## config.mk

```make
export PLATFORM = sky130hd
export DESIGN_NAME = id_stage_sb
export DESIGN_NICKNAME = d
export VERILOG_FILES = /design/src/rtl/id_stage_sb.sv
export SDC_FILE = /design/constraint.sdc
export NUM_CORES = 1
export LEC_CHECK = 0
export ABC_AREA = 1
export CAP_MARGIN = 20
export CORE_ASPECT_RATIO = 2
export CORE_MARGIN = 2
export CORE_UTILIZATION = 51
export DETAILED_ROUTE_END_ITERATION = 6
export PLACE_DENSITY = 0.82
export SLEW_MARGIN = 5
export SYNTH_ARGS = -nofsm -noshare
export SYNTH_HDL_FRONTEND = slang
export SYNTH_SLANG_ARGS = --single-unit
```

## constraint.sdc

```tcl
create_clock -name clk -period 3.9 [get_ports clk]
set_clock_uncertainty 0.05 [all_clocks]
set_input_delay 0.78 -clock clk [delete_from_list [all_inputs] [get_ports clk]]
set_output_delay 0.78 -clock clk [all_outputs]
set_load 0.05 [all_outputs]
```

## src/rtl/id_stage_sb.sv

```systemverilog
// Decode stage register towards EX with a valid/ack handshake and a
// per-register pending-write counter scoreboard released by NUM_WB write-back ports.
module id_stage_sb #(
   parameter int XLEN     = 32,
   parameter int NUM_REGS = 32,
   parameter int CNT_W    = 2,
   parameter int NUM_WB   = 1
) (
   input  logic                                  clk,
   input  logic                                  rstn_i,
   input  logic                                  flush_i,
   input  logic                                  halt_i,
   input  logic                                  valid_i,
   input  logic [XLEN-1:0]                       instr_i,
   input  logic [XLEN-1:0]                       pc_i,
   output logic                                  ack_o,
   input  logic [$clog2(NUM_REGS)-1:0]           dec_rd_i,
   input  logic [$clog2(NUM_REGS)-1:0]           dec_rs1_i,
   input  logic [$clog2(NUM_REGS)-1:0]           dec_rs2_i,
   input  logic                                  dec_use_rs1_i,
   input  logic                                  dec_use_rs2_i,
   input  logic                                  dec_we_i,
   input  logic [XLEN-1:0]                       dec_imm_i,
   input  logic                                  dec_invalid_i,
   input  logic [XLEN-1:0]                       rs1d_i,
   input  logic [XLEN-1:0]                       rs2d_i,
   input  logic                                  ack_i,
   output logic                                  valid_o,
   output logic [XLEN-1:0]                       instr_o,
   output logic [XLEN-1:0]                       pc_o,
   output logic [XLEN-1:0]                       rs1_o,
   output logic [XLEN-1:0]                       rs2_o,
   output logic [XLEN-1:0]                       imm_o,
   output logic [$clog2(NUM_REGS)-1:0]           rd_o,
   output logic                                  we_o,
   input  logic [NUM_WB-1:0]                     wb_valid_i,
   input  logic [NUM_WB*$clog2(NUM_REGS)-1:0]    wb_rd_i,
   output logic                                  illegal_o,
   output logic                                  busy_o
);

   localparam int AW = $clog2(NUM_REGS);
   localparam logic [CNT_W-1:0] CNT_MAX = {CNT_W{1'b1}};
   localparam logic [CNT_W-1:0] CNT_ONE = CNT_W'(1'b1);

   logic [CNT_W-1:0] cnt_q [NUM_REGS];
   logic [CNT_W-1:0] cnt_d [NUM_REGS];
   logic [CNT_W-1:0] rel_s [NUM_REGS];

   logic            valid_q, valid_d;
   logic            illegal_q, illegal_d;
   logic            we_q;
   logic [AW-1:0]   rd_q;
   logic [XLEN-1:0] instr_q, pc_q, rs1_q, rs2_q, imm_q;

   logic eff_we_s, slot_free_s, hazard_s, issue_s, busy_s;

   // Counters after this cycle's releases (saturating at zero); hazards are judged on these
   // so an instruction can issue in the very cycle its blocking write retires.
   always_comb begin
      int tmp;
      for (int r = 0; r < NUM_REGS; r++) begin
         tmp = int'(cnt_q[r]);
         for (int k = 0; k < NUM_WB; k++) begin
            if (wb_valid_i[k] && (wb_rd_i[k*AW +: AW] == AW'(r))) begin
               tmp = tmp - 1;
            end else begin
               tmp = tmp;
            end
         end
         if (flush_i && valid_q && we_q && !ack_i && (rd_q == AW'(r))) begin
            tmp = tmp - 1;
         end else begin
            tmp = tmp;
         end
         if ((tmp < 0) || (r == 0)) begin
            rel_s[r] = '0;
         end else begin
            rel_s[r] = CNT_W'(tmp);
         end
      end
   end

   // Handshake, hazard detection and issue decision
   always_comb begin
      eff_we_s    = dec_we_i && (dec_rd_i != '0);
      slot_free_s = !valid_q || ack_i;
      hazard_s    = (dec_use_rs1_i && (rel_s[dec_rs1_i] != '0)) ||
                    (dec_use_rs2_i && (rel_s[dec_rs2_i] != '0)) ||
                    (eff_we_s && (rel_s[dec_rd_i] == CNT_MAX));
      issue_s     = rstn_i && slot_free_s && valid_i && !hazard_s &&
                    !dec_invalid_i && !flush_i && !halt_i;
   end

   // Next-state for counters, valid and the sticky illegal flag
   always_comb begin
      for (int r = 0; r < NUM_REGS; r++) begin
         if (issue_s && eff_we_s && (dec_rd_i == AW'(r))) begin
            cnt_d[r] = rel_s[r] + CNT_ONE;
         end else begin
            cnt_d[r] = rel_s[r];
         end
      end
      if (flush_i) begin
         valid_d = 1'b0;
      end else if (halt_i) begin
         valid_d = valid_q;
      end else if (issue_s) begin
         valid_d = 1'b1;
      end else if (ack_i) begin
         valid_d = 1'b0;
      end else begin
         valid_d = valid_q;
      end
      illegal_d = illegal_q | (slot_free_s && valid_i && dec_invalid_i && !flush_i && !halt_i);
   end

   // Any outstanding write
   always_comb begin
      busy_s = 1'b0;
      for (int r = 0; r < NUM_REGS; r++) begin
         busy_s = busy_s | (|cnt_q[r]);
      end
   end

   // State registers
   always_ff @(posedge clk or negedge rstn_i) begin
      if (!rstn_i) begin
         for (int r = 0; r < NUM_REGS; r++) begin
            cnt_q[r] <= '0;
         end
         valid_q   <= 1'b0;
         illegal_q <= 1'b0;
      end else begin
         for (int r = 0; r < NUM_REGS; r++) begin
            cnt_q[r] <= cnt_d[r];
         end
         valid_q   <= valid_d;
         illegal_q <= illegal_d;
      end
   end

   // Payload captured only on issue
   always_ff @(posedge clk or negedge rstn_i) begin
      if (!rstn_i) begin
         instr_q <= '0;
         pc_q    <= '0;
         rs1_q   <= '0;
         rs2_q   <= '0;
         imm_q   <= '0;
         rd_q    <= '0;
         we_q    <= 1'b0;
      end else if (issue_s) begin
         instr_q <= instr_i;
         pc_q    <= pc_i;
         rs1_q   <= rs1d_i;
         rs2_q   <= rs2d_i;
         imm_q   <= dec_imm_i;
         rd_q    <= dec_rd_i;
         we_q    <= eff_we_s;
      end
   end

   assign ack_o     = issue_s;
   assign valid_o   = valid_q;
   assign instr_o   = instr_q;
   assign pc_o      = pc_q;
   assign rs1_o     = rs1_q;
   assign rs2_o     = rs2_q;
   assign imm_o     = imm_q;
   assign rd_o      = rd_q;
   assign we_o      = we_q;
   assign illegal_o = illegal_q;
   assign busy_o    = busy_s;

endmodule

```

==> results list, run 1 <==
* Error msg: [ERROR GRT-0232] Routing congestion too high. Check the congestion heatmap in the GUI.
- Summed over all layers, the global routing overflow is 4.
- The clock drives 231 sinks.
- Seq cells post-synth: 231
* Top-area cell type share of the netlist area: 39.7%
- No sink is reached through more buffers than the 3 on the longest clock path.
- By area, the combinational part of the netlist is dominated by simple AND/OR/NAND/NOR gates.
* Placement row count: 87
- Instance area at placement: 20600 um2
- Largest net degree at the start of global routing: 81
- Yosys printed 0 warnings.
* Largest area contributor in the netlist: sky130_fd_sc_hd__dfrtp_1
* Overall die height: 243 um
* Quantity of I/O buffers inserted on ports: 360
* Sequential-to-total area share from yosys stat: 39.7%
- After legalization and detailed placement, the total HPWL measured 56200 um.
- When the global-route repair_timing finished, the worst setup path ended at ack_o.
- Clock buffers created by TritonCTS: 22
- Dividing the synthesized area by the synthesized cell count gives 6.29 um2.
* Max H-tree Level: 1
* Setup slack after placement: -1.07 ns
- Of the total synthesized cell area, the portion taken by XOR and XNOR cells is 0%.
- Library cell used as clock root buffer: sky130_fd_sc_hd__clkbuf_16
* Synth top area cells: sky130_fd_sc_hd__dfrtp_1, sky130_fd_sc_hd__nand2_1, sky130_fd_sc_hd__nand3_1, sky130_fd_sc_hd__inv_1, sky130_fd_sc_hd__nor2_1
* Final GP Congestion: 1.19
- Number of distinct library cells after synthesis: 26
* I/O pin count: 361
- The synthesized netlist devotes 2.80% of its cell area to compound gates.
- Cells after synthesis: 2314
- Pin type at the end of the worst path: output port
- The number of nets in the synthesized netlist is 2536.
- Synthesized-area fraction occupied by adder cells: 2.67%
- Netlist area before placement: 14600 um2
- Progress stopped at global routing.
- The run stopped with a tool error.
- Die span in x: 123 um
* Effective utilization at floorplan: 51.6%
* Total routing resource utilization after global routing: 64.2%
* Multiplexer area fraction after synthesis: 0%
- Simple logic cell fraction of the synthesized area: 46.0%
## cells in the mapped netlist (all sizes together)
cell    count
inv       240
dfrtp     231
clkbuf     27
o21ai      27
nor4        3
buf        55
o21bai      3
nor3        2
nand3b      6
ha         31
nand2    1143
nand3     179
a21oi      35
nand4      84
nor3b       2
or2         4
o211ai     10
nor2      227
conb        1
clkinv      4
## stage by stage
stage,TNS (ns),util [%],std cells
after floorplan,0,-,2314
after global placement,-200.43,73.0,3225
after detailed placement,-203.65,73.0,3225
after CTS,-0.0604,80.8,3312
## per-layer routing
layer / GRT overflow / global-route usage, %
met5: 0 / 7.29
met4: 1 / 68.1
met3: 0 / 39.5
met2: 3 / 88.5
met1: 0 / 60.4
## repair_timing
action,in CTS
setup endpoints to repair,230
setup buffers,45
cloned,4
resized for setup,372
pin swaps,96
hold buffers,0
## cells by family after synthesis
family,after synthesis
compound gates,75
fa+ha+maj,31
buf+inv,326
flops,231
other cells,1
simple gates,1650
==> run 2, diff against run 1 <==
--- a/config.mk
+++ b/config.mk
@@ -7,11 +7,10 @@
 export LEC_CHECK = 0
 export ABC_AREA = 1
 export CAP_MARGIN = 20
-export CORE_ASPECT_RATIO = 2
 export CORE_MARGIN = 2
-export CORE_UTILIZATION = 51
+export CORE_UTILIZATION = 40
 export DETAILED_ROUTE_END_ITERATION = 6
-export PLACE_DENSITY = 0.82
+export PLACE_DENSITY_LB_ADDON = 0.15
 export SLEW_MARGIN = 5
 export SYNTH_ARGS = -nofsm -noshare
 export SYNTH_HDL_FRONTEND = slang
==> run 2 against run 1 <==
Compared with the run above:
- the flow now finishes, with violations (DRC, setup timing)
- synthesized cell count is the same
- synthesized area unchanged
==> results list, run 2 <==
- The tree is rooted in a sky130_fd_sc_hd__clkbuf_16.
- Netlist area before placement: 14600 um2 (unchanged)
- By count the netlist is led by sky130_fd_sc_hd__nand2_1, sky130_fd_sc_hd__inv_1, sky130_fd_sc_hd__dfrtp_1.
- The portion of synthesized cell area occupied by the leading cell type is 39.7% (unchanged).
* Critical Path Source Type: register
- Dividing the final minimum period by the clock period gives 104%.
* Static Leak: 11.6 nW
- Highest fanout seen on the critical path: 4
* Largest area contributor in the netlist: sky130_fd_sc_hd__dfrtp_1
- Syn Nets: 2536 (unchanged)
- The height of the chip was 195 um (-20%).
- Layout overhead on the synthesized area: 54.0%
- TritonCTS clock tree: yes
- The number of clock buffers inserted by TritonCTS was 27 (+23%).
- Ranked by total cell area, the synthesized netlist is headed by sky130_fd_sc_hd__dfrtp_1, sky130_fd_sc_hd__nand2_1, sky130_fd_sc_hd__nand3_1, sky130_fd_sc_hd__inv_1, sky130_fd_sc_hd__nor2_1.
- Total routing resource utilization after global routing: 33.0%
* Crit path arrival time: 3.21 ns
- The number of ports placed on the die boundary came to 361 (unchanged).
* Endpoint kind of the worst setup timing path: primary output
- After detailed routing, the average wire length per cell comes to 18.8 um.
* Most used DFF post-synth: sky130_fd_sc_hd__dfrtp_1
- The number of hold violations in the final report was 0.
* Effective utilization at floorplan: 40.7% (-11 points)
- For this design the ratio of total power to cell area is 516 nW/um2.
* Yosys warning total: 0 (unchanged)
- Number of stages on the worst setup path: 20
- Failing checks: DRC, setup timing
- STA puts the critical path data required time at 3.07 ns.
* Die span in x: 195 um (+58%)
* Setup slack after placement: -0.819 ns (+0.247 ns)
- Across the run, the number of max-cap violations was 0.
- VDD sags by at most 0.402 mV.
- Residual DRC: 1
* Max reg flops: 63
- The first routing iteration left 1502 violations.
- Timing would allow up to 248 MHz.
* Quantity of I/O buffers inserted on ports: 360 (unchanged)
- The number of levels the H-tree was split into came to 1 (unchanged).
* Top-count cell post-synth: sky130_fd_sc_hd__nand2_1
* Worst R2R Path Depth: 21
- The worst setup path is of the reg2out kind.
- Together, buffers and inverters on the worst path number 4.
- Final setup margin: -0.139 ns
- Async S/R FF share, synth: 100% (unchanged)
- Final GP Congestion: 1.04 (-13%)
* Number of pins exceeding their max-slew limit in the final report: 0
- Most frequent standard cell in the layout excluding fill and tap cells: sky130_fd_sc_hd__nand2_1
- Register with the most flip-flops: cnt_q
- Clock-pin slew reported for the worst setup and hold paths after clock tree synthesis: 0.06 ns
- Clock period minus worst slack: 4.04 ns
- The number of synthesized flops with an enable pin is 0 (unchanged).
* Num Clock Sinks: 231 (unchanged)
* Count of antenna-violating nets left after detailed routing: 0
- First-pass iteration count of the detailed router: 7
- The first global-routing pass estimated 97100 um of wire.
* Cts-stage hold buffer count: 0 (unchanged)
* Most used cell along the critical path: sky130_fd_sc_hd__nand2_1
- After detailed routing, the number of vias per cell comes to 5.15.
* Sequential-to-total area share from yosys stat: 39.7% (unchanged)
- RSZ-0062 raised after global routing: yes
* Crit Reg-Reg Startpoint: rd_o[0]
- The design draws 0.0116 W.
- After floorplanning, the core was sized to cover 35700 um2.
* Total via count after detailed routing: 17500
- Final setup violation count: 1
- At the pin with the least slew margin, the transition time is 0.971 ns.
- The maximum number of buffers from clock root to sink is 3 (unchanged).
- The run finished, with violations left.
- In this run the register-to-register setup slack is 0.31 ns.
- Summed over all layers, the global routing overflow is 0.
* Total wire length: 64100 um
* Hold Path Class: in2async
* Launch point of the worst path: rd_o[1]
* Insertion delay to the later sink of the worst-skew pair: 0.57 ns
- Number of antenna violations at the first check in global routing: 4
- In the final design database the tool counted 3142 nets.
* Critical Path Max Stage Delay: 0.42 ns
* Cells after synthesis: 2314 (unchanged)
* Most frequent cells in the layout: sky130_fd_sc_hd__nand2_1, sky130_fd_sc_hd__clkdlybuf4s50_1, sky130_fd_sc_hd__buf_4
- Max-Slew Margin vs Limit: 35.2%
- Die Footprint: 37900 um2
- Critical-path cell with the highest stage delay: sky130_fd_sc_hd__dfrtp_1
* R2r endpoint: rs1_o[31]
- Fraction of final layout cells sized beyond drive strength 1: 18.2%
* Number of distinct library cells after synthesis: 26 (unchanged)
* Mean area per synthesized cell: 6.29 um2 (unchanged)
- The kind of cell with the highest combined delay along the critical path is simple AND/OR/NAND/NOR gates.
* Capturing element of the worst setup path: ack_o
- Seq cells post-synth: 231 (unchanged)
* Critical Path, Cell by Cell: inv_1 > nand2_1 > clkinvlp_4 > nand2_1 > inv_1 > nand2_1 > nand2_1 > nor2_1 > nand4_1 > nand2_1 > nand2_1 > nand2_1 > nand2_1 > nor2_1 > nand2_1 > o21ai_1 > nand2_1 > nand3_2 > nor3_4 > buf_12
* HPWL reported at the end of detailed placement: 49000 um (-13%)
* Number of global-route vias before repair: 17500
- Entering global routing, the biggest net connects 73 pins.
- Placement row count: 69 (-21%)
[run 2: worst reg2reg max path: cells and delay by family (launching register included)]
kind            cells  cell delay, ns
simple gates       16            1.82
buf+inv             4            1.00
flops               1            0.47
compound gates      1            0.19
[run 2: what timing repair did]
action | in CTS | in global routing
cloned | 1 | 1
buffers inserted | 7 | 13
resized for setup | 83 | 160
endpoints found under the setup margin | 108 | 214
pin swaps | 12 | 44
[run 2: through the flow]
step / setup TNS, ns / cell area [um2] / instances / hold WS (ns) / util [%]
after detailed placement: -134.17 / 20600 / 3332 / 0.408 / 57.7
after CTS: -0.380 / 21900 / 3387 / 0.360 / 61.1
after floorplan: 0 / 14600 / 2314 / 0.434 / -
after global routing: -0.261 / 22400 / 3401 / 0.401 / 62.7
final: -0.139 / 22400 / 3402 / 0.338 / 62.7
after global placement: -148.24 / 20600 / 3332 / 0.404 / 57.7
[run 2: report_power, final]
group / total [W] / internal (W) / switching, W
Sequential: 0.00331 / 0.00297 / 0.000342
Clock: 0.00271 / 0.00162 / 0.00108
Combinational: 0.00555 / 0.00199 / 0.00355
[run 2: worst min-delay path by stage]
stage	cells past startpoint	endpoint	start	slack, ns
3_5_place_dp	2	instr_o[27]	instr_o[27]	0.41
6_report	2	rs2_o[16]	rstn_i	0.34
2_1_floorplan	0	cnt_q[0]	rstn_i	0.43
4_1_cts	2	rs2_o[2]	rstn_i	0.36
3_3_place_gp	2	pc_o[4]	pc_o[4]	0.40
5_1_grt	2	imm_o[17]	rstn_i	0.40
[run 2: logic make-up after synthesis]
kind of cell | after synthesis | synth area share [%]
other | 1 | 0.0258
flip-flops | 231 | 39.7
buffers and inverters | 326 | 8.81
AND/OR/NAND/NOR | 1650 | 46.0
AO/OA/AOI/OAI | 75 | 2.80
adder cells (fa/ha/maj) | 31 | 2.67
[run 2: final cells by class]
| cell class | count | area (um2) |
|---|---|---|
| Antenna cell | 2 | 5.00 |
| Clock buffer | 37 | 793 |
| Clock inverter | 11 | 151 |
| Fill cell | 3338 | 13300 |
| Inverter | 244 | 927 |
| Multi-Input combinational cell | 1757 | 8080 |
| Sequential cell | 231 | 5790 |
| Tap cell | 461 | 577 |
| Timing Repair Buffer | 659 | 6090 |
[run 2: layer usage]
metal / vias to the layer above / global-route usage [%] / share of wire (%)
li1: 8385 / - / -
met1: 8169 / 40.8 / 39
met3: 200 / 8.07 / 9.3
met4: 4 / 13.1 / 4.4
met2: 778 / 55.4 / 47
met5: - / 0 / 0.042
Power figures use the tool's default switching activity.
==> run 3, diff against run 2 <==
--- a/config.mk
+++ b/config.mk
@@ -10,8 +10,7 @@
 export CORE_MARGIN = 2
 export CORE_UTILIZATION = 40
 export DETAILED_ROUTE_END_ITERATION = 6
-export PLACE_DENSITY_LB_ADDON = 0.15
-export SLEW_MARGIN = 5
+export PLACE_DENSITY = 0.67
 export SYNTH_ARGS = -nofsm -noshare
 export SYNTH_HDL_FRONTEND = slang
 export SYNTH_SLANG_ARGS = --single-unit
==> run 3 against run 2 <==
Compared with the run above:
- the run ends with setup timing left
- worst hold slack gained 0.081 ns
- clock power grew 5%
- combinational power grew 3%
- global-route usage grew 1.8 points
- design area grew 3.5%
- clock-buffer cell count grew 2
- die area is the same
- register-to-register slack gained 0.08 ns
- critical path depth shrank 1
- non-clock buffer count grew 27
- via count grew 2.5%
- sequential share of layout area shrank 0.88 points
- largest cell class unchanged
- highest routed layer unchanged
==> results list, run 3 (synthesis results as in run 2) <==
* Outcome: finished with violations
* Failing checks: setup timing
- The count of nets left with antenna violations after detail routing was 0 (unchanged).
* Total routing resource utilization after global routing: 34.7% (+1.8 points)
- Most frequent cells in the layout: sky130_fd_sc_hd__nand2_1, sky130_fd_sc_hd__clkdlybuf4s50_1, sky130_fd_sc_hd__buf_4
- Setup Crit Path Kind: in2out
* Maximum ir drop on the vdd rail: 0.473 mV (+18%)
- Fraction of final layout cells sized beyond drive strength 1: 21.4% (+3.3 points)
* Max reg flops: 63 (unchanged)
- The placed wire-length estimate came to 50200 um (+2.4%).
- Kind of cell adding the most delay to the critical path: simple AND/OR/NAND/NOR gates
- The worst setup slack for register-to-register paths came to 0.39 ns (+0.08 ns).
* Clock-pin slew reported for the worst setup and hold paths after clock tree synthesis: 0.06 ns (about the same)
- The number of levels the H-tree was split into is 1 (unchanged).
- Library cell used as clock root buffer: sky130_fd_sc_hd__clkbuf_16
* Hold Path Class: reg2reg
- F_max: 248 MHz (+0.23%)
- The number of iterations in the first detailed-routing pass came to 7 (unchanged).
- Static Leak: 11.9 nW (+2.4%)
- Num Clock Sinks: 231 (unchanged)
- RSZ-0062 raised after global routing: yes
- Final GP Congestion: 1.02 (-2.3%)
* Clock buffers created by TritonCTS: 28 (+3.7%)
* Global-route wire length before repair: 101000 um (+4.4%)
- The worst setup path is launched from an input port.
- Number of instances in the placed design: 3331 (-0.030%)
- Residual DRC: 0 (-1)
* Highest fanout seen on the critical path: 7 (+3)
- Grt ovf: 0 (unchanged)
* Number of filler cells placed in the layout: 3215 (-3.7%)
* Detail-routed via count per cell: 5.24 (+1.6%)
- Number of pins exceeding their max-slew limit in the final report: 0 (unchanged)
- Total Nets Final: 3171 (+0.92%)
- The pre-CTS setup slack was -0.654 ns (+0.165 ns).
* Number of antenna violations at the first check in global routing: 4 (unchanged)
- Ratio of total power to cell area: 513 nW/um2 (-0.66%)
- Among all stages on the critical path, the largest delay is contributed by sky130_fd_sc_hd__nor3_4.
* Placement row count: 69 (unchanged)
* Maximum number of buffers from clock root to sink: 3 (unchanged)
* Largest net degree at the start of global routing: 76 (+4.1%)
- The fraction of the cycle the final worst path needs came to 103% (-0.24 points).
- The count of buffers from port buffering came to 360 (unchanged).
- Storage cell area: 5780 um2 (about the same)
- The length in cells of the worst reg-to-reg path was 23 (+9.5%).
* Avg WL per Cell: 19.8 um (+5.0%)
- Register with the most flip-flops: cnt_q
- Crit path arrival time: 3.20 ns (about the same)
- Final setup margin: -0.130 ns (+0.00930 ns)
- The detailed router's first-iteration violation count is 1555 (+3.5%).
- Final Non-Filler Cells: 3434 (+0.94%)
- Critical Path Max Stage Delay: 0.31 ns (-0.11 ns)
- Most frequent standard cell in the layout excluding fill and tap cells: sky130_fd_sc_hd__nand2_1
- Compared with the post-synthesis result, the final layout area differs by 59.4%.
- The post-layout minimum cycle time was 4.03 ns (-0.00930 ns).
- Overall die height: 195 um (unchanged)
* Die span in x: 195 um (unchanged)
- Number of global-route vias before repair: 17800 (+1.9%)
* Effective utilization at floorplan: 40.7% (unchanged)
* Sum of negative setup slack: -0.130 ns (+0.00930 ns)
* Number of stages on the worst setup path: 19 (-5.0%)
- The total power draw is 0.0119 W (+2.8%).
* WP data required: 3.07 ns (about the same)
* TritonCTS clock tree: yes
- Total wire length: 67900 um (+6.0%)
- The combined buffer and inverter count along the critical path came to 4 (unchanged).
* Critical Path, Cell by Cell: clkbuf_4 > buf_6 > nor2_2 > buf_6 > nand2_2 > nor2_4 > nand2_2 > nand3b_1 > nand4_1 > nand2_1 > nand2_1 > a21oi_2 > nand2_1 > nand2_1 > nand2_1 > nand3_2 > nand3_4 > nor3_4 > buf_12
* Placeable core region: 35700 um2 (unchanged)
- STA classifies the critical path endpoint as a primary output.
- Die Footprint: 37900 um2 (unchanged)
* Max-capacitance violation count: 0 (unchanged)
- Final core utilization: 64.9% (+2.2 points)
* Final setup violation count: 1 (unchanged)
- Total via count after detailed routing: 18000 (+2.5%)
- Worst Max-Slew Pin Slew: 0.972 ns (+0.000692 ns)
- I/O pin count: 361 (unchanged)
- Area used by multi-input combinational logic: 8430 um2 (+4.3%)
* Final hold vios: 0 (unchanged)
- The max-slew headroom at the worst pin came to 35.2% (-0.046 points).
- Counting stages on the worst path, the most repeated cell is sky130_fd_sc_hd__nand2_1.
- Counting instances, the worst hold path has a depth of 2.
- Insertion delay to the later sink of the worst-skew pair: 0.57 ns (about the same)
[run 3: where the power goes]
part	switching, W	leakage [nW]	internal, W	total, W
logic	0.00365	8.48	0.00210	0.00574
clock network	0.00110	0.494	0.00174	0.00284
registers	0.000340	2.95	0.00297	0.00331
total	0.00509	11.9	0.00680	0.0119
[run 3: area by class of cell]
cell class / instances / area share [%]
multi-input cells: 1757 / 36.3
repair buffers: 686 / 27.8
flip-flops and latches: 231 / 24.9
inverters: 244 / 4.08
clock buffers: 39 / 3.55
well taps: 461 / 2.49
clock inverters: 13 / 0.771
repair inverters: 1 / 0.0377
diodes: 2 / 0.0216
[run 3: per-layer routing]
metal / GRT usage (%) / share of wire [%]
met3: 8.57 / 10
met5: 0 / 0.038
met2: 57.9 / 46
met1: 41.7 / 38
met4: 17.9 / 5.7
[run 3: what timing repair did]
action | 4_1_cts | 5_1_grt
hold endpoints to repair | 13 | 0
hold buffers | 1 | 0
buffers inserted | 26 | 21
endpoints found under the setup margin | 44 | 1
resized for setup | 240 | 153
cloned | 3 | 1
pin swaps | 64 | 80
[run 3: metrics by stage]
| stage | hold slack [ns] | cell area (um2) |
|---|---|---|
| after CTS | 0.422 | 22600 |
| after global placement | 0.403 | 20700 |
| final | 0.419 | 23200 |
| after floorplan | 0.434 | 14600 |
| after global routing | 0.442 | 23200 |
| after detailed placement | 0.407 | 20700 |
[run 3: final timing paths]
| path | startpoint | endpoint |
|---|---|---|
| setup / recovery | wb_rd_i[2] | ack_o |
| hold / removal | rs2_o[16] | rs2_o[16] |
| setup reg to reg | we_o | rs2_o[24] |
| hold reg to reg | rs2_o[16] | rs2_o[16] |
| max in group asynchronous | rstn_i | rs2_o[28] |
| min in group asynchronous | rstn_i | cnt_q[25] |
[run 3: worst min-delay path, delay by kind of cell, from the launching register on]
kind,cells,cell delay (ns)
DFF,1,0.34
and+or+nand+nor,2,0.10
==> run 4, diff against run 3 <==
--- a/config.mk
+++ b/config.mk
@@ -9,8 +9,11 @@
 export CAP_MARGIN = 20
 export CORE_MARGIN = 2
 export CORE_UTILIZATION = 40
+export CTS_CLUSTER_SIZE = 30
 export DETAILED_ROUTE_END_ITERATION = 6
 export PLACE_DENSITY = 0.67
+export SKIP_CTS_REPAIR_TIMING = 1
+export SLEW_MARGIN = 40
 export SYNTH_ARGS = -nofsm -noshare
 export SYNTH_HDL_FRONTEND = slang
 export SYNTH_SLANG_ARGS = --single-unit
==> run 4 against run 3 <==
Compared with the run above:
- the run ends with DRC, setup timing left
- clock-buffer cell count grew 2
- critical path depth shrank 1
- first-iteration DRC count shrank 5.0%
- largest cell class unchanged
- largest power group unchanged
- highest routed layer unchanged
==> results list, run 4 (synthesis results as in run 2) <==
- Most frequent cells in the layout: sky130_fd_sc_hd__nand2_1, sky130_fd_sc_hd__clkdlybuf4s50_1, sky130_fd_sc_hd__buf_4
- The number of antenna violations at the first check in global routing is 5 (+1).
- The post-route worst setup slack came to -0.128 ns (+0.00184 ns).
- Most used cell along the critical path: sky130_fd_sc_hd__nand2_1
* Global routing's busiest layer: met2
- The worst path arrival time is 3.20 ns (about the same).
* Storage cell area: 5780 um2 (unchanged)
* Highest fanout seen on the critical path: 6 (-1)
- The checks that failed: DRC, setup timing.
- Largest net degree at the start of global routing: 76 (unchanged)
- Area used by multi-input combinational logic: 8320 um2 (-1.3%)
- Placeable core region: 35700 um2 (unchanged)
* Quantity of I/O buffers inserted on ports: 360 (unchanged)
* Setup slack, reg-to-reg: 0.47 ns (+0.08 ns)
- The count of nets left with antenna violations after detail routing was 0 (unchanged).
* Register with the most flip-flops: cnt_q
- Total Nets Final: 3145 (-0.82%)
* Clock period minus worst slack: 4.03 ns (-0.00184 ns)
* Effective utilization at floorplan: 40.7% (unchanged)
- Clock-pin slew reported for the worst setup and hold paths after clock tree synthesis: 0.06 ns (about the same)
* WP data required: 3.07 ns (about the same)
* Global Route met2 Usage: 55.9% (-2.0 points)
- Avg WL per Cell: 19.7 um (-0.36%)
- Static Leak: 11.7 nW (-1.5%)
- The routability congestion estimate came to 1.02 (unchanged).
* Num Clock Sinks: 231 (unchanged)
- Critical Path Source Type: register
- First-pass iteration count of the detailed router: 7 (unchanged)
* Maximum number of buffers from clock root to sink: 3 (unchanged)
- The flow ran to the end, but the final reports show violations.
- The height of the chip is 195 um (unchanged).
- Setup repair after global routing could not meet its margin everywhere.
- The areal power density over the cells is 508 nW/um2 (-0.91%).
- The horizontal die dimension was 195 um (unchanged).
- STA classifies the critical path endpoint as a primary output.
- Clock buffers created by TritonCTS: 28 (unchanged)
* TritonCTS clock tree: yes
* Met1 routing resource usage after global routing: 40.8% (-0.87 points)
- Insertion delay to the later sink of the worst-skew pair: 0.57 ns (about the same)
- The placed wire-length estimate is 50300 um (+0.14%).
- The worst-margin pin slew is 0.699 ns (-0.273 ns).
* Number of DRC markers in iteration 0: 1477 (-5.0%)
- F_max: 248 MHz (about the same)
* Most frequent standard cell in the layout excluding fill and tap cells: sky130_fd_sc_hd__nand2_1
- Setup Crit Path Kind: reg2out
- Critical Path, Cell by Cell: nand2_2 > nor2_4 > nand2_4 > buf_12 > buf_8 > o211ai_1 > nand2_1 > a21oi_2 > buf_4 > nor2_1 > nand3_2 > nor2_4 > nand2_1 > o21ai_1 > nand2_1 > nand3_2 > nor3_4 > buf_12
- The overall die area was 37900 um2 (unchanged).
- Final setup violation count: 1 (unchanged)
* Placement row count: 69 (unchanged)
- The worst-case vdd ir drop is 0.419 mV (-11%).
* Fraction of final layout cells sized beyond drive strength 1: 19.4% (-2.0 points)
* Hold Path Class: reg2reg
* Layout overhead on the synthesized area: 56.1%
* Total via count after detailed routing: 17800 (-0.86%)
* Met3 track demand over resource in global routing: 8.57% (unchanged)
* Detail-routed via count per cell: 5.23 (about the same)
* I/O pin count: 361 (unchanged)
- The total power draw is 0.0115 W (-3.0%).
* Max H-tree Level: 1 (unchanged)
* Number of global-route vias before repair: 17400 (-2.5%)
- Post-route fraction of the period consumed by the critical path: 103% (about the same)
- The number of hold violations in the final report is 0 (unchanged).
- Grt ovf: 0 (unchanged)
- The biggest cell delay along the critical path came to 0.40 ns (+0.09 ns).
- Max-Slew Margin vs Limit: 53.4% (+18 points)
- Residual DRC: 16 (+16)
* Number of filler cells placed in the layout: 3344 (+4.0%)
- The final-report max-slew violation count is 0 (unchanged).
- Total routing resource utilization after global routing: 33.9% (-0.80 points)
- Critical-path cell with the highest stage delay: sky130_fd_sc_hd__dfrtp_1
- The number of flip-flops under the largest register name came to 63 (unchanged).
- Sum of negative setup slack: -0.128 ns (+0.00184 ns)
- Total wire length: 67100 um (-1.2%)
- Global-route wire length before repair: 98800 um (-2.5%)
- Max-capacitance violation count: 0 (unchanged)
* Library cell used as clock root buffer: sky130_fd_sc_hd__clkbuf_16
[run 4: final timing paths]
path | from | endpoint | cells after the start
worst min-delay path | pc_o[3] | pc_o[3] | 2
worst max-delay path | valid_o | ack_o | 18
worst min register to register | pc_o[3] | pc_o[3] | 2
min in group asynchronous | rstn_i | cnt_q[25] | 2
worst max register to register | valid_o | rs2_o[24] | 22
max in group asynchronous | rstn_i | pc_o[1] | 4
[run 4: cell type report]
| class | count | area share, % |
|---|---|---|
| Multi-Input combinational cell | 1757 | 36.6 |
| Timing Repair Buffer | 661 | 27.4 |
| Sequential cell | 231 | 25.5 |
| Inverter | 244 | 4.10 |
| Clock buffer | 41 | 3.48 |
| Tap cell | 461 | 2.54 |
| Clock inverter | 8 | 0.419 |
| Antenna cell | 3 | 0.0330 |
[run 4: through the flow]
| step | hold WS, ns | area, um2 | utilization, % | worst slack [ns] | instances |
|---|---|---|---|---|---|
| final | 0.417 | 22700 | 63.6 | -0.128 | 3406 |
| after global routing | 0.443 | 22700 | 63.6 | -0.234 | 3406 |
| after CTS | -0.0193 | 21500 | 60.3 | -0.662 | 3380 |
| after detailed placement | 0.407 | 20700 | 57.8 | -0.641 | 3331 |
| after global placement | 0.403 | 20700 | 57.8 | -0.603 | 3331 |
| after floorplan | 0.434 | 14600 | - | 0.0740 | 2314 |
[run 4: where the power goes]
group | switching, W | internal [W] | leakage, nW
Clock | 0.00105 | 0.00152 | 0.428
Sequential | 0.000340 | 0.00297 | 2.95
Combinational | 0.00361 | 0.00204 | 8.36
[run 4: critical path: cells and delay by family, from the launching register on]
family / cells / cell delay [ns]
simple gates: 11 / 1.15
buf+inv: 4 / 0.62
compound gates: 3 / 0.43
flops: 1 / 0.40
[run 4: layer usage]
layer  wire (um)  vias up  part of all wire (%)
met4        4030        4                   6.0
met1       25400     8279                    38
met2       31100      900                    46
met3        6580      249                   9.8
met5          25        -                 0.037
li1            -     8393                     -
